[config.mk]
export PLATFORM = sky130hd
export DESIGN_NAME = uart_cmd_ctrl
export DESIGN_NICKNAME = d
export VERILOG_FILES = /design/src/rtl/uart_cmd_ctrl.sv
export SDC_FILE = /design/constraint.sdc
export NUM_CORES = 1
export LEC_CHECK = 0
export CAP_MARGIN = 20
export CORE_MARGIN = 3
export CORE_UTILIZATION = 39
export CTS_CLUSTER_SIZE = 20
export DETAILED_ROUTE_END_ITERATION = 8
export DONT_BUFFER_PORTS = 1
export SLEW_MARGIN = 10
export SYNTH_ARGS = -nofsm -noshare
export SYNTH_HDL_FRONTEND = slang
export SYNTH_SLANG_ARGS = --single-unit
[constraint.sdc]
create_clock -name CLK_100M -period 3.9 [get_ports CLK_100M]
set_input_delay 0.975 -clock CLK_100M [delete_from_list [all_inputs] [get_ports CLK_100M]]
set_output_delay 0.975 -clock CLK_100M [all_outputs]
set_load 0.01 [all_outputs]
[src/rtl/uart_cmd_ctrl.sv]
// Command sequencer: assembles UART_DEC tokens into "W aaaa dd" / "R aaaa" commands,
// drives the register bus and streams back an ASCII response.
module uart_cmd_ctrl #(
   parameter int unsigned ADDR_DIGITS = 4,
   parameter int unsigned DATA_DIGITS = 2,
   parameter int unsigned TIMEOUT_CYC = 10000000
) (
   input  logic                     CLK_100M,
   input  logic                     SYS_RST_N,
   input  logic                     UART_DEC_DVLD,
   input  logic [2:0]               UART_DEC_STATE,
   input  logic [2:0]               UART_DEC_TEXT,
   input  logic [3:0]               UART_DEC_DATA,
   output logic                     REG_WE,
   output logic                     REG_RE,
   output logic [4*ADDR_DIGITS-1:0] REG_ADDR,
   output logic [4*DATA_DIGITS-1:0] REG_WDATA,
   input  logic [7:0]               REG_RDATA,
   input  logic                     REG_RVLD,
   output logic                     TX_DVLD,
   output logic [7:0]               TX_DATA,
   input  logic                     TX_RDY,
   output logic                     CMD_BUSY,
   output logic                     TOK_DROP
);

   localparam int unsigned AW = 4 * ADDR_DIGITS;
   localparam int unsigned DW = 4 * DATA_DIGITS;
   localparam int unsigned CW = $clog2(ADDR_DIGITS + DATA_DIGITS + 1);
   localparam int unsigned TW = $clog2(TIMEOUT_CYC + 1);

   typedef enum logic [3:0] {
      StIdle, StSep1, StAddr, StData, StExecWr, StExecRd, StFlush, StErrResp, StResp
   } state_e;

   typedef enum logic [2:0] {TokNone, TokW, TokR, TokFail, TokSp, TokEol, TokHex} tok_e;

   state_e          state_q, state_d;
   logic            op_wr_q, op_wr_d;
   logic [CW-1:0]   cnt_q, cnt_d;
   logic [AW-1:0]   addr_q, addr_d;
   logic [DW-1:0]   data_q, data_d;
   logic [3:0][7:0] resp_q, resp_d;
   logic [1:0]      resp_last_q, resp_last_d;
   logic [1:0]      resp_idx_q, resp_idx_d;
   logic [TW-1:0]   tmr_q, tmr_d;

   tok_e tok;
   logic tok_hit, timed, tmo;

   function automatic logic [7:0] hex_ascii(input logic [3:0] n);
      return (n < 4'd10) ? (8'h30 + {4'h0, n}) : (8'h37 + {4'h0, n});
   endfunction

   // Anything that is not exactly one recognised hot bit is a FAIL token.
   always_comb begin
      tok = TokNone;
      if (UART_DEC_DVLD) begin
         case ({UART_DEC_STATE, UART_DEC_TEXT})
            6'b000_000:             tok = TokHex;
            6'b100_000:             tok = TokW;
            6'b010_000:             tok = TokR;
            6'b000_100:             tok = TokSp;
            6'b000_010, 6'b000_001: tok = TokEol;
            default:                tok = TokFail;
         endcase
      end
   end

   assign tok_hit = (tok != TokNone);
   assign timed   = state_q inside {StSep1, StAddr, StData, StFlush, StExecRd};
   assign tmo     = timed && (tmr_q == TW'(TIMEOUT_CYC - 1));

   always_comb begin
      state_d     = state_q;
      op_wr_d     = op_wr_q;
      cnt_d       = cnt_q;
      addr_d      = addr_q;
      data_d      = data_q;
      resp_d      = resp_q;
      resp_last_d = resp_last_q;
      resp_idx_d  = resp_idx_q;
      tmr_d       = timed ? tmr_q + TW'(1) : '0;
      REG_WE      = 1'b0;
      REG_RE      = 1'b0;
      TX_DVLD     = 1'b0;
      TX_DATA     = 8'h00;
      TOK_DROP    = 1'b0;

      case (state_q)
         StIdle: begin
            if (tok == TokW || tok == TokR) begin
               state_d = StSep1;
               op_wr_d = (tok == TokW);
            end else if (tok == TokHex || tok == TokFail) begin
               state_d = StFlush;
            end
         end
         StSep1: begin
            if (tok_hit) begin
               if (tok == TokSp) begin
                  state_d = StAddr;
                  cnt_d   = '0;
               end else begin
                  state_d = (tok == TokEol) ? StErrResp : StFlush;
               end
            end else if (tmo) begin
               state_d = StErrResp;
            end
         end
         StAddr: begin
            if (tok_hit) begin
               if (cnt_q < CW'(ADDR_DIGITS)) begin
                  if (tok == TokHex) begin
                     addr_d = {addr_q[AW-5:0], UART_DEC_DATA};
                     cnt_d  = cnt_q + CW'(1);
                  end else begin
                     state_d = (tok == TokEol) ? StErrResp : StFlush;
                  end
               end else if (tok == TokSp && op_wr_q) begin
                  state_d = StData;
                  cnt_d   = '0;
               end else if (tok == TokEol && !op_wr_q) begin
                  state_d = StExecRd;
               end else begin
                  state_d = (tok == TokEol) ? StErrResp : StFlush;
               end
            end else if (tmo) begin
               state_d = StErrResp;
            end
         end
         StData: begin
            if (tok_hit) begin
               if (cnt_q < CW'(DATA_DIGITS)) begin
                  if (tok == TokHex) begin
                     data_d = {data_q[DW-5:0], UART_DEC_DATA};
                     cnt_d  = cnt_q + CW'(1);
                  end else begin
                     state_d = (tok == TokEol) ? StErrResp : StFlush;
                  end
               end else begin
                  state_d = (tok == TokEol) ? StExecWr : StFlush;
               end
            end else if (tmo) begin
               state_d = StErrResp;
            end
         end
         StExecWr: begin
            REG_WE      = 1'b1;
            resp_d      = {8'h00, 8'h0A, 8'h0D, 8'h4B};
            resp_last_d = 2'd2;
            resp_idx_d  = 2'd0;
            state_d     = StResp;
         end
         StExecRd: begin
            // Timer is cleared on entry, so tmr_q == 0 marks the strobe cycle.
            REG_RE   = (tmr_q == '0);
            TOK_DROP = tok_hit;
            if (tmr_q != '0 && REG_RVLD) begin
               resp_d      = {8'h0A, 8'h0D, hex_ascii(REG_RDATA[3:0]), hex_ascii(REG_RDATA[7:4])};
               resp_last_d = 2'd3;
               resp_idx_d  = 2'd0;
               state_d     = StResp;
            end else if (tmo) begin
               state_d = StErrResp;
            end
         end
         StFlush: begin
            if (tok == TokEol) begin
               state_d = StErrResp;
            end else if (!tok_hit && tmo) begin
               state_d = StErrResp;
            end
         end
         StErrResp: begin
            resp_d      = {8'h00, 8'h0A, 8'h0D, 8'h45};
            resp_last_d = 2'd2;
            resp_idx_d  = 2'd0;
            state_d     = StResp;
         end
         StResp: begin
            TX_DVLD  = 1'b1;
            TX_DATA  = resp_q[resp_idx_q];
            TOK_DROP = tok_hit;
            if (TX_RDY) begin
               if (resp_idx_q == resp_last_q) begin
                  state_d = StIdle;
               end else begin
                  resp_idx_d = resp_idx_q + 2'd1;
               end
            end
         end
         default: state_d = StIdle;
      endcase

      if (state_d != state_q || (tok_hit && state_q != StExecRd)) begin
         tmr_d = '0;
      end
   end

   always_ff @(posedge CLK_100M or negedge SYS_RST_N) begin
      if (!SYS_RST_N) begin
         state_q     <= StIdle;
         op_wr_q     <= 1'b0;
         cnt_q       <= '0;
         addr_q      <= '0;
         data_q      <= '0;
         resp_q      <= '0;
         resp_last_q <= 2'd0;
         resp_idx_q  <= 2'd0;
         tmr_q       <= '0;
      end else begin
         state_q     <= state_d;
         op_wr_q     <= op_wr_d;
         cnt_q       <= cnt_d;
         addr_q      <= addr_d;
         data_q      <= data_d;
         resp_q      <= resp_d;
         resp_last_q <= resp_last_d;
         resp_idx_q  <= resp_idx_d;
         tmr_q       <= tmr_d;
      end
   end

   assign REG_ADDR  = addr_q;
   assign REG_WDATA = data_q;
   assign CMD_BUSY  = (state_q != StIdle);

endmodule
==> results of run 1 <==
## power groups by stage
| stage | sequential, mW | combinational [mW] | clock, mW |
|---|---|---|---|
| 2_1_floorplan | 0.934 | 0.551 | 0 |
| 3_3_place_gp | 1.01 | 0.605 | 0 |
| 3_5_place_dp | 1.01 | 0.613 | 0 |
| 4_1_cts | 0.992 | 0.615 | 0.743 |
| 5_1_grt | 1.01 | 0.682 | 0.776 |
| 6_report | 0.991 | 0.617 | 0.719 |
## kinds of logic (layout without fill, tap and decap cells)
kind of cell,count (synthesis),in the layout
and+or+nand+nor,199,199
DFF,77,77
AOI/OAI and AO/OA,72,72
buffers and inverters,40,44
muxes,32,32
xor gates and xnor gates,28,28
adders and majority gates,6,6
other,1,1
## per-stage QoR
step | setup slack, ns | cells | hold slack (ns) | power [mW]
6_report | 0.716 | 595 | 0.306 | 2.33
3_5_place_dp | 0.822 | 579 | 0.461 | 1.62
4_1_cts | 0.674 | 595 | 0.285 | 2.35
3_3_place_gp | 0.892 | 579 | 0.452 | 1.61
5_1_grt | 0.558 | 595 | 0.278 | 2.47
2_1_floorplan | 0.881 | 455 | 0.429 | 1.48
## worst paths after layout
kind / startpoint / endpoint / slack, ns / cells after the start
min in group CLK_100M: resp_q[3] / resp_q[3] / 0.48 / 2
min reg2reg: resp_q[3] / resp_q[3] / 0.48 / 2
min: SYS_RST_N / state_q[1] / 0.31 / 0
max reg2reg: state_q[0] / tmr_q[3] / 0.94 / 8
max in group asynchronous: SYS_RST_N / tmr_q[2] / 3.46 / 0
max: tmr_q[0] / REG_RE / 0.72 / 6
## cells in the final DEF, fill, tap and decap left out, types with 17 or more instances in the layout
cell and n:
nor2_1 50, o21ai_0 17, inv_1 19, nor3_1 20
nand2_1 40, mux2_2 25, nand3_1 17, dfrtp_1 77
xnor2_1 17
## area by class of cell
| class | count | area (um2) | area share, % |
|---|---|---|---|
| timing repair buffer | 9 | 67.6 | 1.43 |
| sequential | 77 | 1930 | 40.8 |
| tap | 136 | 170 | 3.60 |
| clock inverter | 3 | 65.1 | 1.38 |
| inverter | 19 | 71.3 | 1.51 |
| multi-input combinational | 338 | 2250 | 47.5 |
| clock buffer | 13 | 179 | 3.79 |
## critical path, cell delays in order (launching register included)
cell and delay, ns:
dfrtp_1 0.42, inv_1 0.09, ha_1 0.14, or4b_1 0.46, or2_1 0.27, nor4bb_1 0.29, buf_4 0.19
## flip-flops by register name, summed over array words and instances (netlist names)
name and cells:
REG_ADDR 16, REG_WDATA 8, cnt_q 3, op_wr_q 1
resp_idx_q 2, resp_last_q 2, resp_q 17, state_q 4
tmr_q 24
## metal layers
| layer | part of all wire (%) | vias up | GRT usage (%) |
|---|---|---|---|
| li1 | - | 1597 | - |
| met1 | 44 | 1695 | 20.7 |
| met2 | 49 | 62 | 26.4 |
| met3 | 4.6 | 21 | 5.00 |
| met4 | 1.6 | 0 | 4.30 |
| met5 | 0 | - | 0 |
==> reports/qor.yml, run 1 <==
synthFlopType: "dfrtp_1"
tns_ns: 0
die_width_um: 112
antenna_found_initial: 0
post-cts-setup-buffer-count: 0
fill_cells: 1009
power_density_mw_per_mm2: 493
vias: 3375
clock_skew_ns: 0.00950
ys_seq_area_share_pct: 44.3
start_util_pct: 41.0
synthArstFlopShare_pct: 100
die_y_um: 112
htree_levels: 3
synthSimpleGateAreaFrac_pct: 24.1
synth_nets: 483
ctsResizeCount: 0
grt_pass1_vias: 3278
clockPowerShare_pct: 30.9
dp_hpwl_um: 6950
grt_pass1_wl_um: 16500
fin_util_pct: 44.6
pwr-share-seq_pct: 42.6
crit_path_start_kind: "flop"
clk_latency_ns: 0.36
drive_gt1_share_pct: 15.7
gp_congestion: 0.920
layout.nets: 482
portBuffers: 0
max-slew-margin-rel_pct: 28.4
grt_max_degree: 78
drt_iter0_drc: 193
first_pass_iters: 4
ir_drop_uv: 299
ant_nets: 0
synth_seq_cells: 77
setup_viol: 0
netlist.area_leader.share_pct: 44.3
cts_inserted_buffers: 9
fin_crit_sh_pct: 81.6
maxSlewViolCount: 0
internal_power_mw: 1.55
yosysWarningCount: 0
die-area_mm2: 0.0125
p_comb_share_pct: 26.5
arrival_ns: 2.21
fp.coreArea_mm2: 0.0106
synth.area.top_cells: "dfrtp_1 44%, mux2_2 6.5%, nor2_1 4.3%"
netlist_area_mm2: 0.00435
synth-xor-area-share_pct: 5.64
clkTransAtPathRegs_ns: 0.08
max_slew.worst_pin.slew_ns: 1.07
fmax_ghz: 0.314
drv_cap: 0
cts.sinks: 77
synth_top_family_by_area: "simple AND/OR/NAND/NOR gates"
diodes: 0
yosysTopAreaCell: "dfrtp_1"
p_sw_mw: 0.778
post-synth-top-count-cell: "dfrtp_1"
p_sw_share_pct: 33.4
cp-end-kind: "output pin"
pin_count: 60
grtUsageTotal_pct: 16.1
status: "complete, no violations"
cts-hold-fix-buffers: 0
num_rows: 37
synth_compound_area_share_pct: 11.4
stdcell_area_mm2: 0.00473
route.detailed.drc: 0
rsz0062_at_grt: "false"
wire_per_inst_um: 16.4
vias_per_cell: 5.67
synth_mux_area_share_pct: 8.65
path_max_fanout: 4
hold_path.class: "in -> async"
yosys.cell_types.count: 69
syn_to_final_growth_pct: 8.60
syn_inst: 455
path_class: "reg -> out"
synth_fa_ha_area_share_pct: 1.70
cts_tree: "done"
required_ns: 2.92
synth_edf_count: 0
hold_viol_final: 0
avgSynthCellArea_um2: 9.56
cts-root-buf: "clkbuf_8"
synth_top_cells_by_count: "77 x dfrtp_1, 50 x nor2_1, 40 x nand2_1, 25 x mux2_2, 21 x nor3_1"
grt_overflow: 0
drt-total-wl_um: 9780
clock_path_buffers: 2
placed_area_mm2: 0.00448
p_leak_nw: 2.02
period_minus_slack_ns: 3.18
Power figures use the tool's default switching activity.
==> inputs of run 2 (changes only) <==
==> constraint.sdc (replaced) <==
create_clock -name CLK_100M -period 3.3 [get_ports CLK_100M]
set_input_delay 0.825 -clock CLK_100M [delete_from_list [all_inputs] [get_ports CLK_100M]]
set_output_delay 0.825 -clock CLK_100M [all_outputs]
set_load 0.01 [all_outputs]
==> run 2 against run 1 <==
Net effect: non-clock buffer count is 3 higher; first-iteration DRC count grew 10%; core utilization barely moved; combinational power grew 25%; critical path depth did not move; final cell count is 0.50% higher; critical path type unchanged; critical endpoint unchanged; highest routed layer unchanged.
==> reports/qor.yml, run 2 (same netlist as run 1, synthesis figures left out) <==
r2r_cells: 10  # +2
num_rows: 37  # unchanged
drt-total-wl_um: 9850  # +0.79%
setup_viol: 0  # unchanged
layout.nets: 485  # +0.62%
wire_per_inst_um: 16.5  # +0.28%
mostFrequentLayoutCells: "77 x dfrtp_1, 50 x nor2_1, 40 x nand2_1"
gp_congestion: 0.862  # -6.3%
worstReg2RegStart: "tmr_q[0]"
vias: 3367  # -0.24%
pin_count: 60  # unchanged
diodes: 0  # unchanged
fin_crit_sh_pct: 91.6
die-area_mm2: 0.0125  # unchanged
portBuffers: 0  # unchanged
cp-end-kind: "output pin"
hold_viol_final: 0  # unchanged
maxSlewViolCount: 0  # unchanged
multi_input_area_mm2: 0.00225  # unchanged
path_max_fanout: 4  # unchanged
cts-root-buf: "clkbuf_8"
dp_hpwl_um: 7160  # +3.0%
max_slew.worst_pin.slew_ns: 0.935  # -0.133 ns
clockPowerShare_pct: 27.5  # -3.4 points
power_density_mw_per_mm2: 564  # +15%
path_class: "reg -> out"
p_sw_share_pct: 35.3  # +1.8 points
internal_power_mw: 1.73  # +11%
cts_tree: "done"
crit_path_start_kind: "flop"
status: "complete, no violations"
drv_cap: 0  # unchanged
clkTransAtPathRegs_ns: 0.08  # about the same
final_common_cell: "dfrtp_1"
cts-hold-fix-buffers: 0  # unchanged
drt_iter0_drc: 213  # +10%
required_ns: 2.47  # -0.45 ns
hold_path.class: "in -> async"
p_sw_mw: 0.941  # +21%
first_pass_iters: 5  # +1
clock_skew_ns: 0.0149  # +0.00537 ns
rsz0062_at_grt: "false"
vias_per_cell: 5.63  # -0.74%
ctsResizeCount: 0  # unchanged
ir_drop_uv: 299  # +0.30%
htree_levels: 3  # unchanged
pwr-share-seq_pct: 43.5  # +0.9 points
reg2reg_setup_slack_ns: 0.55  # -0.39 ns
largest_reg_flops: 24  # unchanged
grt_max_degree: 78  # unchanged
fmax_ghz: 0.331
cts_inserted_buffers: 9  # unchanged
post-cts-setup-buffer-count: 0  # unchanged
whs_ns: 0.169  # -0.137 ns
p_comb_share_pct: 29.0  # +2.5 points
period_minus_slack_ns: 3.02
antenna_found_initial: 0  # unchanged
grt_pass1_wl_um: 16700  # +0.83%
clock_path_buffers: 2  # unchanged
timing.rr.end: "tmr_q[23]"
seq_area_mm2: 0.00193  # unchanged
start_util_pct: 41.0  # unchanged
cts.sinks: 77  # unchanged
syn_to_final_growth_pct: 8.57  # about the same
drive_gt1_share_pct: 16.2  # +0.55 points
die_y_um: 112  # unchanged
grt_pass1_vias: 3304  # +0.79%
p_leak_nw: 2.02  # about the same
route.detailed.drc: 0  # unchanged
tns_ns: 0  # unchanged
fill_cells: 1017  # +0.79%
clk_latency_ns: 0.35  # about the same
die_width_um: 112  # unchanged
grtUsageTotal_pct: 16.1  # -0.024 points
ant_nets: 0  # unchanged
max-slew-margin-rel_pct: 37.3  # +8.9 points
fp.coreArea_mm2: 0.0106  # unchanged
arrival_ns: 2.20  # about the same
largest_register: "tmr_q"
grt_overflow: 0  # unchanged
[run 2: cell count changes in the layout (fill, tap and decap cells not counted), sizes merged]
cell,change
bufinv,-1
clkbuf,-3
inv,+1
buf,+3
clkinv,+3
[run 2: cell type report]
| cell class | instances | share of cell area, % |
|---|---|---|
| well taps | 136 | 3.60 |
| repair buffers | 12 | 2.17 |
| flip-flops and latches | 77 | 40.8 |
| clock inverters | 6 | 1.48 |
| multi-input cells | 338 | 47.5 |
| inverters | 19 | 1.51 |
| clock buffers | 10 | 2.91 |
[run 2: worst max path at each step]
stage | start | cells after the start | end | slack [ns]
6_report | tmr_q[0] | 6 | REG_RE | 0.28
3_5_place_dp | UART_DEC_TEXT[2] | 8 | tmr_q[5] | 0.46
3_3_place_gp | UART_DEC_TEXT[2] | 8 | tmr_q[3] | 0.50
4_1_cts | tmr_q[0] | 6 | REG_RE | 0.26
2_1_floorplan | UART_DEC_TEXT[2] | 9 | tmr_q[10] | 0.43
5_1_grt | tmr_q[0] | 6 | REG_RE | 0.13
[run 2: per-stage QoR]
step | std cells | cell area (um2) | util (%) | total power [mW] | worst slack, ns
CTS | 598 | 4720 | 44.6 | 2.69 | 0.262
global route | 598 | 4720 | 44.6 | 2.84 | 0.126
finish | 598 | 4720 | 44.6 | 2.67 | 0.278
floorplan | 455 | 4350 | - | 1.75 | 0.431
detailed placement | 582 | 4520 | 42.6 | 1.95 | 0.459
global placement | 582 | 4520 | 42.6 | 1.94 | 0.496
[run 2: critical path: stages (launching register included)]
cell	delay (ns)
dfrtp_1	0.42
inv_1	0.09
ha_1	0.13
or4b_1	0.46
or2_1	0.27
nor4bb_1	0.28
buf_4	0.19
[run 2: per-layer routing]
| layer | vias to the layer above | track usage [%] | routed length [um] |
|---|---|---|---|
| met5 | - | 0 | 0 |
| li1 | 1611 | - | - |
| met1 | 1658 | 21.3 | 4440 |
| met3 | 6 | 4.02 | 524 |
| met4 | 0 | 4.54 | 107 |
| met2 | 92 | 26.2 | 4780 |
[run 2: power by group through the flow]
stage | sequential (mW) | combinational, mW | clock, mW
after floorplan | 1.10 | 0.651 | 0
after global placement | 1.18 | 0.768 | 0
after detailed placement | 1.18 | 0.774 | 0
after CTS | 1.16 | 0.777 | 0.755
after global routing | 1.18 | 0.854 | 0.806
final | 1.16 | 0.773 | 0.733
==> inputs of run 3 (changes only) <==
--- a/config.mk
+++ b/config.mk
@@ -8,6 +8,7 @@
 export CAP_MARGIN = 20
 export CORE_MARGIN = 3
 export CORE_UTILIZATION = 39
+export CTS_CLUSTER_DIAMETER = 100
 export CTS_CLUSTER_SIZE = 20
 export DETAILED_ROUTE_END_ITERATION = 8
 export DONT_BUFFER_PORTS = 1
==> results of run 3 <==
Same layout as run 2: the final DEF is identical, and so are final timing and power.
==> RTL edit 1 (flow settings as in run 2) <==
Take the reset off `addr_q` and `data_q` and load them in a clocked block of their own.
--- a/src/rtl/uart_cmd_ctrl.sv
+++ b/src/rtl/uart_cmd_ctrl.sv
@@ -203,8 +203,6 @@
          state_q     <= StIdle;
          op_wr_q     <= 1'b0;
          cnt_q       <= '0;
-         addr_q      <= '0;
-         data_q      <= '0;
          resp_q      <= '0;
          resp_last_q <= 2'd0;
          resp_idx_q  <= 2'd0;
@@ -213,8 +211,6 @@
          state_q     <= state_d;
          op_wr_q     <= op_wr_d;
          cnt_q       <= cnt_d;
-         addr_q      <= addr_d;
-         data_q      <= data_d;
          resp_q      <= resp_d;
          resp_last_q <= resp_last_d;
          resp_idx_q  <= resp_idx_d;
@@ -222,6 +218,11 @@
       end
    end
 
+   always_ff @(posedge CLK_100M) begin
+      addr_q <= addr_d;
+      data_q <= data_d;
+   end
+
    assign REG_ADDR  = addr_q;
    assign REG_WDATA = data_q;
    assign CMD_BUSY  = (state_q != StIdle);
Check against the original RTL: differs if SYS_RST_N is asserted again (counterexample within 4 cycles, from zero or initial values and one cycle with SYS_RST_N low); with SYS_RST_N held inactive, the same outputs for 4 cycles.
==> RTL edit 1 against run 2 <==
- sequential cell count stayed put
- area after synthesis is 0.81% lower
- cell area is 1.9% lower
- routed wire length is 0.19% higher
- first-iteration DRC count is 39% higher
- total power is 8.9% lower
- worst setup slack worse by 0.041 ns
- combinational power is 23% lower
- largest cell class unchanged
==> RTL edit 1: results (changes against run 2) <==
RUN STATUS
---------------------------------------------------------------------------
Result of the run                                                 completed

LOGIC SYNTHESIS
---------------------------------------------------------------------------
Count of unique library cells instantiated by Yosys                      72   +4.3%
Synth async-reset ratio                                               68.8%   -31 points
Synth cell count leaders                                       sky130_fd_sc_hd__dfrtp_1, sky130_fd_sc_hd__nor2_1, sky130_fd_sc_hd__nand2_1
Proportion of synthesized area in mux cells                           2.93%   -5.7 points
Area contributors post-synth                                   sky130_fd_sc_hd__dfrtp_1, sky130_fd_sc_hd__edfxtp_1, sky130_fd_sc_hd__nor2_1, sky130_fd_sc_hd__nand2_1, sky130_fd_sc_hd__a21oi_1
Complex-gate fraction of the synthesized area                         13.3%   +2.0 points
Sequential cell area fraction in the yosys report                     47.4%   +3.1 points
Post-synthesis xor/xnor area fraction                                 5.07%   -0.56 points
Number of enable flip-flop cells after synthesis                         24   +24
Synthesized-area fraction occupied by adder cells                     1.68%   -0.015 points
Net count after synthesis                                               469   -2.9%

WORST SETUP PATH
---------------------------------------------------------------------------
Worst path arrival time                                             2.24 ns   +0.04 ns
Length in cells of the worst reg-to-reg path                              8   -2
CP Max Fanout                                                            14   +10
Reg2reg setup slack                                                 0.35 ns   -0.20 ns
Slowest library cell on the worst path                         sky130_fd_sc_hd__dfrtp_1
Worst reg2reg startpoint                                       state_q[1]$_DFF_PN0_
Critical Path Sink                                               TX_DATA[6]
Largest stage delay on the critical path                            0.54 ns   +0.08 ns

POWER
---------------------------------------------------------------------------
Combinational gate power                                           0.599 mW   -23%
Net switching fraction of the power                                   34.6%   -0.64 points
Sequential share of power                                             45.2%   +1.7 points
Worst voltage drop across the vdd grid                           0.000271 V   -9.4%
Leakage component of the power                                      1.73 nW   -14%

PLACED DESIGN
---------------------------------------------------------------------------
RD Place Congestion                                                   0.900   +4.4%
Placed instance area                                             4440 sq um   -1.8%
Final HPWL DP                                                       7.08 mm   -1.1%
Number of input and output port buffers inserted                          0   unchanged

FINAL LAYOUT
---------------------------------------------------------------------------
Layout Nets                                                             465   -4.1%
Layout cells sized above 1                                            11.3%   -4.9 points

GRT
---------------------------------------------------------------------------
First-pass GRT wire length                                          16.5 mm   -1.2%
Global-route usage over all layers                                    16.1%   +0.022 points
Via count of the first global-routing pass                             3246   -1.8%
Antenna violations before repair                                          0   unchanged
Maximum number of pins on one net before global-route repair             54   -31%

CLOCK NETWORK
---------------------------------------------------------------------------
Number of H-tree levels                                                   3   unchanged
Root cell of the clock tree                                    sky130_fd_sc_hd__clkbuf_8
Cts bufs inserted                                                         9   unchanged
Worst-case clock buffer depth                                             2   unchanged
Clock transition at the registers of the reported paths             0.09 ns

ROUTING
---------------------------------------------------------------------------
Total Wirelength                                                    9.87 mm   +0.19%
Initial DRC Count                                                       296   +39%
Pre-antenna DRT Iters                                                     5   unchanged
Overall via count from detail_route                                    3365   -0.059%

STA
---------------------------------------------------------------------------
Setup Skew                                                       0.00994 ns   -0.00493 ns
Slew at the pin with the worst max-slew slack                      0.899 ns   -0.0360 ns

## RTL edit 1: metal layers
metal / part of all wire [%] / global-route usage (%) / wire, um / vias to the layer above
li1: - / - / - / 1580
met1: 45 / 22.1 / 4440 / 1626
met2: 46 / 24.9 / 4540 / 137
met3: 7.3 / 4.04 / 718 / 22
met4: 1.8 / 5.35 / 174 / 0
met5: 0 / 0 / 0 / -
## RTL edit 1: per-stage QoR
step / total power, mW / hold slack [ns] / cells / setup WS [ns]
global placement: 1.71 / 0.474 / 562 / 0.310
floorplan: 1.57 / 0.433 / 441 / 0.320
detailed placement: 1.70 / 0.483 / 562 / 0.272
finish: 2.43 / 0.155 / 578 / 0.237
global route: 2.56 / 0.131 / 578 / 0.00501
CTS: 2.44 / 0.142 / 578 / 0.0828
## RTL edit 1: area by class of cell
class	instances	area, sq um
fillers	1012	5920
clock inverters	7	73.8
flip-flops and latches	77	2050
multi-input cells	327	2110
inverters	15	56.3
well taps	136	170
repair buffers	7	52.6
clock buffers	9	124
==> RTL edit 2 (flow settings as in run 2) <==
Made on the original files. `ADDR_DIGITS`: 4 -> 8.
--- a/src/rtl/uart_cmd_ctrl.sv
+++ b/src/rtl/uart_cmd_ctrl.sv
@@ -1,7 +1,7 @@
 // Command sequencer: assembles UART_DEC tokens into "W aaaa dd" / "R aaaa" commands,
 // drives the register bus and streams back an ASCII response.
 module uart_cmd_ctrl #(
-   parameter int unsigned ADDR_DIGITS = 4,
+   parameter int unsigned ADDR_DIGITS = 8,
    parameter int unsigned DATA_DIGITS = 2,
    parameter int unsigned TIMEOUT_CYC = 10000000
 ) (
Ports: changed (resized REG_ADDR); port bits go from 60 to 76. No check against the original RTL was run, so the function may have changed too.
==> RTL edit 2 against run 2 <==
- via count is 5.3% higher
- routed wire length rose by 14%
- critical endpoint unchanged
- cell area is 14% higher
- count of clock-buffer cells in the layout stayed put
- sequential share of layout area rose by 2.9 points
- first-iteration DRC count is 2.8% lower
- highest routed layer unchanged
- area after synthesis is 14% higher
- total power rose by 14%
- largest power group unchanged
- fmax grew 2.4%
- synthesized cell count increased by 5.5%
- sequential cell count increased by 17
- worst setup slack improved by 0.071 ns
==> RTL edit 2: results (changes against run 2) <==
LOGIC SYNTHESIS
---------------------------------------------------------------------------
Count of unique library cells instantiated by Yosys                      65   -5.8%
Sequential cell area fraction in the yosys report                     47.6%   +3.3 points
Synthesized instance count                                              480   +5.5%
Complex-gate fraction of the synthesized area                         10.9%   -0.44 points
Net count after synthesis                                               508   +5.2%
Post-synthesis xor/xnor area fraction                                 5.32%   -0.32 points
Synthesized-area fraction occupied by adder cells                     1.67%   -0.025 points

PLACED DESIGN
---------------------------------------------------------------------------
Final HPWL DP                                                       7.99 mm   +12%
Post-place setup slack                                             0.533 ns   +0.0740 ns
RD Place Congestion                                                   0.882   +2.3%

WORST SETUP PATH
---------------------------------------------------------------------------
Length in cells of the worst reg-to-reg path                              8   -2
Worst path arrival time                                             2.13 ns   -0.07 ns
Slowest library cell on the worst path                         sky130_fd_sc_hd__nor4_1
Worst reg2reg startpoint                                       state_q[1]$_DFF_PN0_
Largest stage delay on the critical path                            0.52 ns   +0.06 ns
Worst reg2reg path endpoint                                    tmr_q[3]$_DFF_PN0_
Worst setup path startpoint                                    tmr_q[14]$_DFF_PN0_

GRT
---------------------------------------------------------------------------
Maximum number of pins on one net before global-route repair             95   +22%
First-pass GRT wire length                                          18.6 mm   +12%
Global-route usage over all layers                                    16.2%   +0.13 points

POWER
---------------------------------------------------------------------------
Worst voltage drop across the vdd grid                           0.000230 V   -23%
Leakage component of the power                                      2.32 nW   +15%

STA
---------------------------------------------------------------------------
Maximum achievable frequency                                        339 MHz   +2.4%
Slew at the pin with the worst max-slew slack                      0.813 ns   -0.122 ns
Setup Skew                                                       0.00953 ns   -0.00535 ns

FINAL LAYOUT
---------------------------------------------------------------------------
Layout Cells excl Fill                                                  648   +8.4%
Layout cells sized above 1                                            19.0%   +2.7 points
Max FFs per register                                                     32   +33%

ROUTING
---------------------------------------------------------------------------
Initial DRC Count                                                       207   -2.8%
Overall via count from detail_route                                    3547   +5.3%
Total Wirelength                                                    11.2 mm   +14%

RUN STATUS
---------------------------------------------------------------------------
Result of the run                                                 completed

-- RTL edit 2: cell count changes in the layout (fill, tap and decap cells not counted), sizes merged, moves of 6 or more --
cell / delta
a21oi: +6
dfrtp: +17
mux2: +16
nand2: -7
nor2: +8
nor3: -13
xor2: +7
-- RTL edit 2: worst register-to-register path: stages (launching register included) --
cell and delay (ns):
sky130_fd_sc_hd__dfrtp_1 0.76, sky130_fd_sc_hd__nor2b_1 0.53, sky130_fd_sc_hd__and2_1 0.30, sky130_fd_sc_hd__and4_1 0.20, sky130_fd_sc_hd__or3_1 0.17, sky130_fd_sc_hd__a2111oi_4 0.07
sky130_fd_sc_hd__o311ai_2 0.25, sky130_fd_sc_hd__buf_4 0.27, sky130_fd_sc_hd__nor2_1 0.08
-- RTL edit 2: cell families after synthesis --
group                      Yosys count
and+or+nand+nor                    187
DFF                                 94
AOI/OAI and AO/OA                   75
muxes                               47
buffers and inverters               39
xor gates and xnor gates            30
adders and majority gates            7
other                                1
-- RTL edit 2: layer usage --
metal | wire length, um | GRT usage [%]
met1 | 5020 | 20.9
met2 | 5460 | 26.4
met5 | 0 | 0
met3 | 596 | 4.35
met4 | 142 | 5.58
-- RTL edit 2: final cells by class --
cell class	instances	area, sq um
fillers	1222	6820
multi-input cells	347	2420
flip-flops and latches	94	2350
clock buffers	10	239
well taps	168	210
repair buffers	8	60.1
inverters	15	56.3
clock inverters	6	52.6
-- RTL edit 2: per-stage QoR --
step                area, sq um  hold slack (ns)  power, mW
CTS                        5380            0.159       3.06
floorplan                  4940            0.429       1.90
detailed placement         5090            0.451       2.04
global placement           5090            0.450       2.03
global route               5390            0.154       3.20
finish                     5390            0.166       3.05
-- RTL edit 2: power breakdown --
part	internal, mW	switching [mW]
logic	0.269	0.399
registers	1.21	0.148
clock network	0.544	0.473
total	2.03	1.02
